--- src/rtl/psdsqrt_pkg.sv ---
// Shared types and sizing helper for the psd_sqrt sequential square-root block.
package psdsqrt_pkg;

    typedef enum logic [0:0] {
        IDLE = 1'b0,
        RUN  = 1'b1
    } psdsqrt_state_t;

    typedef struct packed {
        logic [31:0] n;
        logic [31:0] f;
    } psdsqrt_dims_t;

    // Iteration count and fractional root bits for a given operand width and extension.
    function automatic psdsqrt_dims_t psdsqrt_dims(input int nbitsin, input int kbits);
        psdsqrt_dims_t d;
        d.n = 32'((nbitsin + kbits) / 2);
        d.f = 32'(kbits / 2);
        return d;
    endfunction

endpackage

--- src/rtl/psdsqrt_step.sv ---
// One restoring square-root digit step: folds two operand bits into the remainder
// and decides the next root bit.
module psdsqrt_step #(
    parameter int N = 20
) (
    input  logic [N+1:0] rem,
    input  logic [N-1:0] root,
    input  logic [1:0]   bits,
    output logic [N+1:0] rem_nxt,
    output logic [N-1:0] root_nxt
);

    logic [N+1:0] trial_s;
    logic [N+1:0] test_s;
    // The remainder never exceeds 2*root, so its two top bits are zero before the shift.
    logic         unused_s;

    assign unused_s = &{1'b0, rem[N+1:N]};

    // Trial subtraction of (root<<2)|1 from the shifted-in remainder.
    always_comb begin
        trial_s  = {rem[N-1:0], bits};
        test_s   = {root, 2'b01};
        rem_nxt  = trial_s;
        root_nxt = {root[N-2:0], 1'b0};
        if (trial_s >= test_s) begin
            rem_nxt  = trial_s - test_s;
            root_nxt = {root[N-2:0], 1'b1};
        end else begin
            rem_nxt  = trial_s;
            root_nxt = {root[N-2:0], 1'b0};
        end
    end

endmodule

--- src/rtl/psd_sqrt.sv ---
// Sequential rounded integer square root, one root bit per clock.
// Define PSDSQRT_ROUND_EN for round-half-up with saturation; otherwise the result truncates.
module psd_sqrt
    import psdsqrt_pkg::*;
#(
    parameter int NBITSIN = 32,
    parameter int k       = 8
) (
    input  logic                 clock,
    input  logic                 reset,
    input  logic                 start,
    input  logic                 stop,
    input  logic [NBITSIN-1:0]   xin,
    output logic [NBITSIN/2-1:0] sqrt
);

    localparam psdsqrt_dims_t DIMS = psdsqrt_dims(NBITSIN, k);
    localparam int N  = int'(DIMS.n);
    localparam int F  = int'(DIMS.f);
    localparam int W  = NBITSIN + k;
    localparam int CW = $clog2(N + 1);
    localparam int RW = N - F;

    psdsqrt_state_t state_r, state_nxt_s;
    logic [W-1:0]   x_r,    x_nxt_s;
    logic [N+1:0]   rem_r,  rem_nxt_s,  rem_step_s;
    logic [N-1:0]   root_r, root_nxt_s, root_step_s;
    logic [CW-1:0]  cnt_r,  cnt_nxt_s;
    logic [RW-1:0]  sqrt_r, sqrt_nxt_s, res_s;

    psdsqrt_step #(.N(N)) u_step (
        .rem      (rem_r),
        .root     (root_r),
        .bits     (x_r[W-1:W-2]),
        .rem_nxt  (rem_step_s),
        .root_nxt (root_step_s)
    );

`ifdef PSDSQRT_ROUND_EN
    logic [RW:0] rnd_s;

    // Round half up on the first fractional bit; a carry out saturates to all ones.
    always_comb begin
        rnd_s = {1'b0, root_r[N-1:F]} + {{RW{1'b0}}, root_r[F-1]};
        if (rnd_s[RW]) begin
            res_s = {RW{1'b1}};
        end else begin
            res_s = rnd_s[RW-1:0];
        end
    end
`else
    // Truncation keeps only the integer part of the root.
    always_comb begin
        res_s = root_r[N-1:F];
    end
`endif

    // Next-state and datapath update; start restarts from any state.
    always_comb begin
        state_nxt_s = state_r;
        x_nxt_s     = x_r;
        rem_nxt_s   = rem_r;
        root_nxt_s  = root_r;
        cnt_nxt_s   = cnt_r;
        if (start) begin
            state_nxt_s = RUN;
            x_nxt_s     = {xin, {k{1'b0}}};
            rem_nxt_s   = {(N+2){1'b0}};
            root_nxt_s  = {N{1'b0}};
            cnt_nxt_s   = CW'(N);
        end else begin
            case (state_r)
                RUN: begin
                    x_nxt_s     = {x_r[W-3:0], 2'b00};
                    rem_nxt_s   = rem_step_s;
                    root_nxt_s  = root_step_s;
                    cnt_nxt_s   = cnt_r - CW'(1);
                    state_nxt_s = (cnt_r == CW'(1)) ? IDLE : RUN;
                end
                IDLE: begin
                    state_nxt_s = IDLE;
                end
                default: begin
                    state_nxt_s = IDLE;
                end
            endcase
        end
    end

    // Result register follows the pre-update root whenever stop is sampled.
    always_comb begin
        if (stop) begin
            sqrt_nxt_s = res_s;
        end else begin
            sqrt_nxt_s = sqrt_r;
        end
    end

    // State and datapath registers.
    always_ff @(posedge clock or negedge reset) begin
        if (!reset) begin
            state_r <= IDLE;
            x_r     <= {W{1'b0}};
            rem_r   <= {(N+2){1'b0}};
            root_r  <= {N{1'b0}};
            cnt_r   <= {CW{1'b0}};
            sqrt_r  <= {RW{1'b0}};
        end else begin
            state_r <= state_nxt_s;
            x_r     <= x_nxt_s;
            rem_r   <= rem_nxt_s;
            root_r  <= root_nxt_s;
            cnt_r   <= cnt_nxt_s;
            sqrt_r  <= sqrt_nxt_s;
        end
    end

    assign sqrt = sqrt_r;

endmodule

--- config.mk ---
export PLATFORM = sky130hd
export DESIGN_NAME = psd_sqrt
export DESIGN_NICKNAME = d
export VERILOG_FILES = /design/src/rtl/psdsqrt_pkg.sv /design/src/rtl/psdsqrt_step.sv /design/src/rtl/psd_sqrt.sv
export SDC_FILE = /design/constraint.sdc
export NUM_CORES = 1
export LEC_CHECK = 0
export ABC_AREA = 1
export BUFFER_PORTS_ARGS = -buffer_cell sky130_fd_sc_hd__buf_4
export CELL_PAD_IN_SITES_DETAIL_PLACEMENT = 1
export CELL_PAD_IN_SITES_GLOBAL_PLACEMENT = 2
export CORE_ASPECT_RATIO = 0.7
export CORE_UTILIZATION = 38
export DETAILED_ROUTE_END_ITERATION = 7
export PLACE_DENSITY = 0.84
export SYNTH_ARGS = -nofsm -noshare
export SYNTH_HDL_FRONTEND = slang
export SYNTH_SLANG_ARGS = --single-unit
--- constraint.sdc ---
create_clock -name clock -period 4.01 [get_ports clock]
set_input_delay 0.2005 -clock clock [delete_from_list [all_inputs] [get_ports clock]]
set_output_delay 0.2005 -clock clock [all_outputs]
set_load 0.05 [all_outputs]
==> impl_results.md, run 1 <==
- WHS: 0.0682 ns
- Number of enable-type register cells in the synthesized netlist: 0
- DRT iter0 DRCs: 255
- Antenna violations before repair: 0
- Final WL: 15.2 mm
- Final-stage net count: 782
- RSZ-0062 raised after global routing: no
- Library cell with the highest instance count after synthesis: sky130_fd_sc_hd__nand2_1
- Slack of the worst reg-to-reg path: 1.54 ns
- Post-synth top area cell: sky130_fd_sc_hd__dfrtp_1
- Max-capacitance violation count: 0
- Number of hold-slack violations in the final timing report: 0
- DRC viols: 0
- R2R Path End: rem_r[17]$_DFFE_PN0P_
- I/O Pins: 52
- Leading post-synthesis cells by instance count: sky130_fd_sc_hd__nand2_1, sky130_fd_sc_hd__dfrtp_1, sky130_fd_sc_hd__inv_1
- Logic depth of the worst register-to-register path: 13
- HPWL after detailed placement: 11.5 mm
- Fmax: 0.405 GHz
- Startpoint of the most critical register-to-register path: rem_r[13]$_DFFE_PN0P_
- Synth Cell Area: 5280 um2
- Placed Area: 5790 um2
- Max-Slew Margin vs Limit: 0.267
- TritonCTS Buffers: 9
- Total met2 wirelength after detailed routing: 6.79 mm
- Number of synthesized register bits: 94
- All-layer global routing usage: 0.229
- Top sig layer: met4
- Initial Utilization: 0.395
- Minimum clock period after layout: 2.47 ns
- Critical path endpoint category: flip-flop
- Post-detailed-route wirelength per cell: 16.7 um
- Number of resized instances in the post-cts repair step: 0
- Count of cell types in the netlist: 36
- Floorplan Core Area: 13,400 um2
- Deepest clock path buffer count: 2
- Routed met3 length: 564 um
- Average footprint of a synthesized cell: 7.76 um2
- Fraction of final layout cells sized beyond drive strength 1: 0.127
- Primary FF master, synth: sky130_fd_sc_hd__dfrtp_1
- 1st-pass router iterations: 4
- Run status: completed
- Die outline width: 143 um
- Cell count after placement: 895
- Net count after synthesis: 740
- Finish-stage setup viols: 0
- Worst setup path startpoint: rem_r[13]$_DFFE_PN0P_
- Maximum vdd drop: 0.364 mV
- Layout overhead on the synthesized area: 16.1%
- Clk pin slew, worst setup/hold paths: 0.06 ns
- Cell types with the largest area share after synthesis: sky130_fd_sc_hd__dfrtp_1, sky130_fd_sc_hd__nand2_1, sky130_fd_sc_hd__inv_1
- Via total after detailed routing: 4,603
- Root buffer selected by CTS: sky130_fd_sc_hd__clkbuf_16
- Total overflow reported by the global router: 0
- Synth Instances: 680
- Post-CTS repair timing setup buffer count: 0
- Die Y-Extent: 101 um
- Number of standard cells in the final layout excluding fillers: 912
- Final Cell Area: 6130 um2
- Wire length of the first global-routing pass: 25.1 mm
- Worst slew pin tran: 1.10 ns
- Total power after layout: 4.51 mW
- Arrival time worst endpoint: 2.70 ns
- Number of diodes added for antenna fixing: 0
- Count of hold buffers inserted by post-cts repair: 1
- Required time at the worst-slack endpoint: 4.24 ns
- Source-to-sink clock delay at the later pin of the worst-skew pair: 0.34 ns
- Number of core rows: 35
- Final total negative setup slack: 0 ns
- CP Class: flip-flop to flip-flop
- Final critical-path share of the clock period: 0.615
- Portion of the post-synthesis area used by sequential elements: 0.445
- Clk_skew: 0.00365 ns
- End point of the critical path: rem_r[17]$_DFFE_PN0P_
- Residual antenna-violating net count after detailed routing: 0
- Vias per std cell: 5.05
- Synth top area share: 0.445
- Wire length the detailed router placed on met1: 7.73 mm
- Sinks on the clock net: 94
- Count of input and output buffers: 51
- Die outline area: 14,400 um2
- CTS tree: yes
- Critical Path Fanout Max: 21
- Hold path startpoint: xin[0]
- Post-synth ARST share: 1.00
- Critical path startpoint category: flip-flop
- Vias in the first global route: 4,754
- Count of pins over their slew limit: 0
- Min-delay worst type: primary input to flip-flop
- Power density over cell area: 736 nW/um2
- Leakage power: 3.12 nW
- Total number of yosys warnings: 0
- H-Tree Depth: 3
- Placer's final routability congestion estimate: 0.825
- Maximum number of pins on one net before global-route repair: 63
layer usage:
layer,global-route usage,vias up
li1,-,2277
met4,0.0513,0
met2,0.346,62
met5,0,-
met3,0.0447,14
met1,0.338,2250
sequential cells by signal (all words and copies together), names as in the netlist:
signal and cells:
x_r 32, state_r 1, cnt_r 5, sqrt 16, root_r 20, rem_r 20
stage by stage:
stage | worst slack, ns | utilization
floorplan | 2.23 | -
global placement | 1.62 | 0.434
detailed placement | 1.58 | 0.434
CTS | 1.56 | 0.459
global route | 1.28 | 0.459
finish | 1.54 | 0.459
layout make-up:
class / count / area (um2)
multi-input combinational: 474 / 2470
sequential: 94 / 2350
tap: 185 / 231
inverter: 87 / 327
clock buffer: 11 / 243
fill: 1640 / 7230
timing repair buffer: 56 / 423
clock inverter: 5 / 82.6
logic make-up after synthesis:
| family | share of synthesized area |
|---|---|
| XOR/XNOR | 0.0149 |
| adder cells (fa/ha/maj) | 0.0569 |
| AND/OR/NAND/NOR | 0.283 |
| AO/OA/AOI/OAI | 0.113 |
| flip-flops | 0.445 |
| buffers and inverters | 0.0870 |
cells in the final DEF, fill, tap and decap left out, drive strengths merged:
cell type | netlist | final
nand2 | 192 | 192
dfrtp | 94 | 94
inv | 87 | 87
nor2 | 79 | 79
buf | 11 | 55
o22ai | 49 | 49
a21oi | 40 | 40
nand3 | 38 | 38
ha | 24 | 24
nand3b | 21 | 21
clkbuf | 14 | 11
o21ai | 8 | 8
xnor2 | 7 | 7
nor3 | 5 | 5
nand4 | 3 | 3
clkinvlp | 0 | 3
xor2 | 2 | 2
bufinv | 0 | 2
a41oi | 1 | 1
and2 | 1 | 1
a22o | 1 | 1
o221ai | 1 | 1
o31ai | 1 | 1
o21bai | 1 | 1
dlygate4sd3 | 0 | 1
worst max-delay path: stages, from the launching register on:
cell,delay (ns)
sky130_fd_sc_hd__dfrtp_1,0.41
sky130_fd_sc_hd__ha_1,0.41
sky130_fd_sc_hd__nand2_1,0.10
sky130_fd_sc_hd__nand2_1,0.07
sky130_fd_sc_hd__nand3_1,0.06
sky130_fd_sc_hd__nand2_1,0.09
sky130_fd_sc_hd__nand2_1,0.07
sky130_fd_sc_hd__nand2_1,0.08
sky130_fd_sc_hd__nor2_4,0.40
sky130_fd_sc_hd__nand2_4,0.25
sky130_fd_sc_hd__nand2_1,0.20
sky130_fd_sc_hd__nand2_1,0.07
sky130_fd_sc_hd__nand2_1,0.06
sky130_fd_sc_hd__nand2_1,0.05
worst min path at each step:
stage	depth (start not counted)	end	slack, ns
after floorplan	0	cnt_r[0]$_DFFE_PN0P_	-0.1
after detailed placement	1	root_r[14]$_DFFE_PN0P_	0.34
after global routing	2	x_r[9]$_DFFE_PN0P_	0.08
after global placement	1	root_r[13]$_DFFE_PN0P_	0.33
after CTS	3	x_r[8]$_DFFE_PN0P_	0.06
final	3	x_r[8]$_DFFE_PN0P_	0.07
power breakdown:
| group | internal (mW) | switching (mW) |
|---|---|---|
| clock network | 0.563 | 0.360 |
| logic | 0.805 | 1.58 |
| registers | 1.09 | 0.108 |
Note: power is estimated with default switching activity, not from simulation.
==> run 2: changes to the inputs <==
CORE_UTILIZATION = 32   (was 38)
PLACE_DENSITY = 0.75   (was 0.84)
clock period = 2.05 ns   (was 4.01 ns; I/O delays follow)
==> impl_results.md, run 2 (same netlist as run 1, synthesis figures left out) <==
- Run status: completed
- Layout overhead on the synthesized area: 31.5%
- I/O Pins: 52
- CTS tree: yes
- Number of diodes added for antenna fixing: 0
- 1st-pass router iterations: 4
- Final-stage net count: 837
- Footprint of the flip-flops and latches: 2360 um2
- Clk_skew: 0.0103 ns
- Maximum vdd drop: 0.551 mV
- Via total after detailed routing: 4,878
- Placed Area: 6210 um2
- Floorplan Core Area: 15,800 um2
- H-Tree Depth: 3
- Number of hold-slack violations in the final timing report: 0
- Finish-stage setup viols: 0
- Source-to-sink clock delay at the later pin of the worst-skew pair: 0.34 ns
- TritonCTS Buffers: 9
- Maximum number of pins on one net before global-route repair: 33
- Sinks on the clock net: 94
- Cell count after placement: 973
- Power density over cell area: 1440 nW/um2
- Wire length of the first global-routing pass: 27.2 mm
- Fraction of final layout cells sized beyond drive strength 1: 0.260
- Minimum clock period after layout: 1.98 ns
- Top register by number of flip-flops: x_r
- Logic depth of the worst register-to-register path: 13
- Critical Path Fanout Max: 6
- Number of standard cells in the final layout excluding fillers: 1,002
- Most common cell after layout, fill and taps aside: sky130_fd_sc_hd__nand2_1
- Worst hold path depth: 3
- Final Cell Area: 6940 um2
- Initial Utilization: 0.334
- Number of core rows: 38
- Flip-flop count of the largest register after layout: 32
- Startpoint of the most critical register-to-register path: rem_r[13]$_DFFE_PN0P_
- DRC viols: 0
- Top library cells by usage in the layout, fill and taps aside: sky130_fd_sc_hd__nand2_1, sky130_fd_sc_hd__buf_4, sky130_fd_sc_hd__dfrtp_1
- Final critical-path share of the clock period: 0.968
- Vias in the first global route: 5,050
- Slowest cell on crit path: sky130_fd_sc_hd__dfrtp_2
- Required time at the worst-slack endpoint: 2.32 ns
- CP most frequent cell: sky130_fd_sc_hd__nand2_1
- Longest individual stage delay on the worst path: 0.43 ns
- Total overflow reported by the global router: 0
- Worst setup path startpoint: rem_r[13]$_DFFE_PN0P_
- HPWL after detailed placement: 13.0 mm
- Hold path startpoint: xin[8]
- CP Class: flip-flop to flip-flop
- Die outline width: 156 um
- Count of input and output buffers: 51
- Die Y-Extent: 109 um
- Max-capacitance violation count: 0
- Worst-path cell chain: ha_4, nand2_1, nand2_1, nand3_1, nand2_2, nand2_2, nand2_2, nor2_4, nand2_8, buf_12, nand2_1, nand3_1, nand2_1
- Placer's final routability congestion estimate: 0.808
- Final WL: 17.1 mm
- Vias per std cell: 4.87
- Antenna violations before repair: 0
- Multi-input logic area: 2790 um2
- Die outline area: 17,000 um2
- Post-detailed-route wirelength per cell: 17.1 um
- Worst slew pin tran: 0.823 ns
- Residual antenna-violating net count after detailed routing: 0
- Max-Slew Margin vs Limit: 0.451
- Largest registers ranked by flip-flop count: x_r (32), rem_r (20), root_r (20)
- Deepest clock path buffer count: 2
- Critical path endpoint category: flip-flop
- Count of pins over their slew limit: 0
- Total power after layout: 9.99 mW
- All-layer global routing usage: 0.210
- Critical path startpoint category: flip-flop
- Leakage power: 3.40 nW
- DRT iter0 DRCs: 258
- Min-delay worst type: primary input to flip-flop
- Number of fillers in the final layout: 1,953
- Clk pin slew, worst setup/hold paths: 0.07 ns
- Fmax: 0.504 GHz
- Arrival time worst endpoint: 2.26 ns
- Root buffer selected by CTS: sky130_fd_sc_hd__clkbuf_16
## run 2: timing repair
item	4_1_cts	5_1_grt
hold buffers	4	0
buffers inserted	0	9
gates resized for setup	22	52
setup endpoints to repair	21	21
pin swaps	1	11
hold endpoints to repair	24	0
gates cloned	0	0
## run 2: report_power, final
group          internal (mW)  total, mW  switching [mW]
Sequential              2.14       2.40           0.262
Combinational           2.50       5.98            3.48
Clock                  0.843       1.60           0.760
Total                   5.48       9.99            4.51
## run 2: routing by layer
layer	share of wire	track usage
met2	0.44	0.318
met1	0.52	0.313
met5	0	0
met3	0.034	0.0390
met4	0.0053	0.0350
## run 2: worst paths after layout
path	to	slack (ns)
min reg2reg	rem_r[18]$_DFFE_PN0P_	0.50
min in group asynchronous	rem_r[13]$_DFFE_PN0P_	0.24
min	x_r[16]$_DFFE_PN0P_	0.02
max	rem_r[13]$_DFFE_PN0P_	0.07
max in group asynchronous	x_r[38]$_DFFE_PN0P_	1.18
max reg2reg	rem_r[13]$_DFFE_PN0P_	0.07
## run 2: metrics by stage
| stage | TNS, ns | hold WS [ns] | utilization | setup WS (ns) |
|---|---|---|---|---|
| finish | 0 | 0.0188 | 0.440 | 0.0660 |
| global route | -0.0798 | 0.0172 | 0.440 | -0.0402 |
| CTS | 0 | 0.0137 | 0.422 | 0.00119 |
| detailed placement | -2.99 | 0.0572 | 0.393 | -0.209 |
| global placement | -2.91 | 0.0556 | 0.393 | -0.199 |
| floorplan | 0 | -0.193 | - | 0.269 |
## run 2: area by class of cell
type                    instances  share of cell area
multi-input cells             474               0.402
flip-flops and latches         94               0.340
repair buffers                111               0.132
inverters                      87              0.0470
clock inverters                 6             0.00739
well taps                     220              0.0396
clock buffers                  10              0.0330
## run 2: worst max-delay path, delay by kind of cell (launching register included)
| kind | cells | cell delay [ns] |
|---|---|---|
| adder cells (fa/ha/maj) | 1 | 0.26 |
| flip-flops | 1 | 0.43 |
| buffers and inverters | 1 | 0.15 |
| AND/OR/NAND/NOR | 11 | 1.09 |
==> run 3: changes to the inputs <==
CORE_UTILIZATION = 36   (was 32)
PLACE_DENSITY = 0.79   (was 0.75)
SYNTH_HIERARCHICAL = 1   (was unset)
clock period = 2.26 ns   (was 2.05 ns; I/O delays follow)
==> impl_results.md, run 3 <==
- Count of input and output buffers: 51
- H-Tree Depth: 3
- Maximum number of pins on one net before global-route repair: 65
- Placed Area: 6240 um2
- Die Y-Extent: 106 um
- Most common cell after layout, fill and taps aside: sky130_fd_sc_hd__nand2_1
- Synth Cell Area: 5610 um2
- Top register by number of flip-flops: x_r
- Required time at the worst-slack endpoint: 2.49 ns
- CTS tree: yes
- Placer's final routability congestion estimate: 0.816
- Root buffer selected by CTS: sky130_fd_sc_hd__clkbuf_16
- DRT iter0 DRCs: 228
- 1st-pass router iterations: 4
- Largest registers ranked by flip-flop count: x_r (32), rem_r (20), root_r (20)
- Grt peak-use layer: met2
- Initial Utilization: 0.375
- Final WL: 15.2 mm
- Max-Slew Margin vs Limit: 0.621
- M1 GR Usage: 0.293
- Vias per std cell: 4.86
- Critical Path Fanout Max: 5
- Wire length of the first global-routing pass: 25.2 mm
- Residual antenna-violating net count after detailed routing: 0
- Critical path startpoint category: flip-flop
- Via total after detailed routing: 4,781
- CP Class: flip-flop to flip-flop
- Global-route met2 utilization: 0.311
- Power density over cell area: 1160 nW/um2
- Worst setup timing slack at the placement stage: 0.0380 ns
- Layout overhead on the synthesized area: 21.9%
- Finish-stage setup viols: 0
- Final Cell Area: 6830 um2
- Synth Instances: 705
- HPWL after detailed placement: 11.5 mm
- Sinks on the clock net: 94
- Count of pins over their slew limit: 0
- Top library cells by usage in the layout, fill and taps aside: sky130_fd_sc_hd__nand2_1, sky130_fd_sc_hd__dfrtp_1, sky130_fd_sc_hd__inv_1
- Leakage power: 3.66 nW
- Final critical-path share of the clock period: 0.936
- Floorplan Core Area: 15,000 um2
- Post-detailed-route wirelength per cell: 15.5 um
- Number of core rows: 37
- DRC viols: 0
- Source-to-sink clock delay at the later pin of the worst-skew pair: 0.35 ns
- Max-capacitance violation count: 0
- Total number of yosys warnings: 6
- I/O Pins: 52
- Fraction of final layout cells sized beyond drive strength 1: 0.214
- Average footprint of a synthesized cell: 7.95 um2
- Clk pin slew, worst setup/hold paths: 0.07 ns
- Total power after layout: 7.95 mW
- Vias in the first global route: 4,899
- Deepest clock path buffer count: 2
- Maximum vdd drop: 0.446 mV
- Number of diodes added for antenna fixing: 0
- Arrival time worst endpoint: 2.35 ns
- Met3 usage: 0.0313
- WHS: 0.000921 ns
- Final-stage net count: 843
- Critical path endpoint category: flip-flop
- Die outline width: 151 um
- Final total negative setup slack: 0 ns
- Fmax: 0.473 GHz
- All-layer global routing usage: 0.201
- Total overflow reported by the global router: 0
- TritonCTS Buffers: 9
- Number of hold-slack violations in the final timing report: 0
- Final worst-path setup slack: 0.145 ns
- Antenna violations before repair: 0
- Minimum clock period after layout: 2.12 ns
- Flip-flop count of the largest register after layout: 32
- Min-delay worst type: primary input to flip-flop
- Net count after synthesis: 765
- Run status: completed
- Worst slew pin tran: 0.568 ns
- Clk_skew: 0.0149 ns
- Die outline area: 16,100 um2
==> run 3: worst paths after layout <==
kind / start / to / slack (ns) / cells after the start
min in group asynchronous: reset / cnt_r[4]$_DFFE_PN0P_ / 0.25 / 2
worst min register to register: x_r[16]$_DFFE_PN0P_ / x_r[16]$_DFFE_PN0P_ / 0.49 / 2
worst max register to register: root_r[15]$_DFFE_PN0P_ / rem_r[16]$_DFFE_PN0P_ / 0.14 / 14
worst max-delay path: root_r[15]$_DFFE_PN0P_ / rem_r[16]$_DFFE_PN0P_ / 0.14 / 14
worst min-delay path: xin[30] / x_r[38]$_DFFE_PN0P_ / 0.0009 / 3
max in group asynchronous: reset / rem_r[4]$_DFFE_PN0P_ / 1.30 / 3
==> run 3: critical path, cell delays in order, from the launching register on <==
cell and delay (ns):
sky130_fd_sc_hd__dfrtp_1 0.40, sky130_fd_sc_hd__inv_1 0.09, sky130_fd_sc_hd__ha_1 0.32, sky130_fd_sc_hd__nand2_1 0.09, sky130_fd_sc_hd__inv_1 0.06, sky130_fd_sc_hd__nand2_1 0.11, sky130_fd_sc_hd__nor2_4 0.05, sky130_fd_sc_hd__nand3_1 0.09
sky130_fd_sc_hd__nand2_1 0.06, sky130_fd_sc_hd__nor2_2 0.13, sky130_fd_sc_hd__nand2_4 0.10, sky130_fd_sc_hd__buf_4 0.17, sky130_fd_sc_hd__nand3_1 0.09, sky130_fd_sc_hd__nand2_1 0.06, sky130_fd_sc_hd__a22o_1 0.19
==> run 3: layout make-up <==
class | count | area (um2)
repair buffers | 112 | 921
inverters | 99 | 377
well taps | 195 | 244
fillers | 1816 | 8120
multi-input cells | 467 | 2650
clock inverters | 7 | 65.1
clock buffers | 9 | 225
flip-flops and latches | 94 | 2350
==> run 3: metal layers <==
metal / wire length, um / vias up
met5: 0 / -
met4: 119 / 0
met3: 371 / 10
met2: 6770 / 58
met1: 7980 / 2330
li1: - / 2383
==> run 3: report_power, final <==
group	leakage [nW]	internal, mW	switching (mW)	total, mW
clock network	0.140	0.772	0.711	1.48
logic	2.30	1.70	2.71	4.41
registers	1.22	1.89	0.166	2.06
total	3.66	4.36	3.59	7.95
==> run 3: through the flow <==
stage,util,instances
finish,0.457,983
global placement,0.417,943
CTS,0.448,976
global route,0.457,983
detailed placement,0.417,943
floorplan,-,705
==> run 3: timing repair <==
action | in CTS | in global routing
buffers inserted | 0 | 7
hold buffers | 17 | 0
setup endpoints to repair | 0 | 20
gates resized for setup | 0 | 18
hold endpoints to repair | 46 | 0
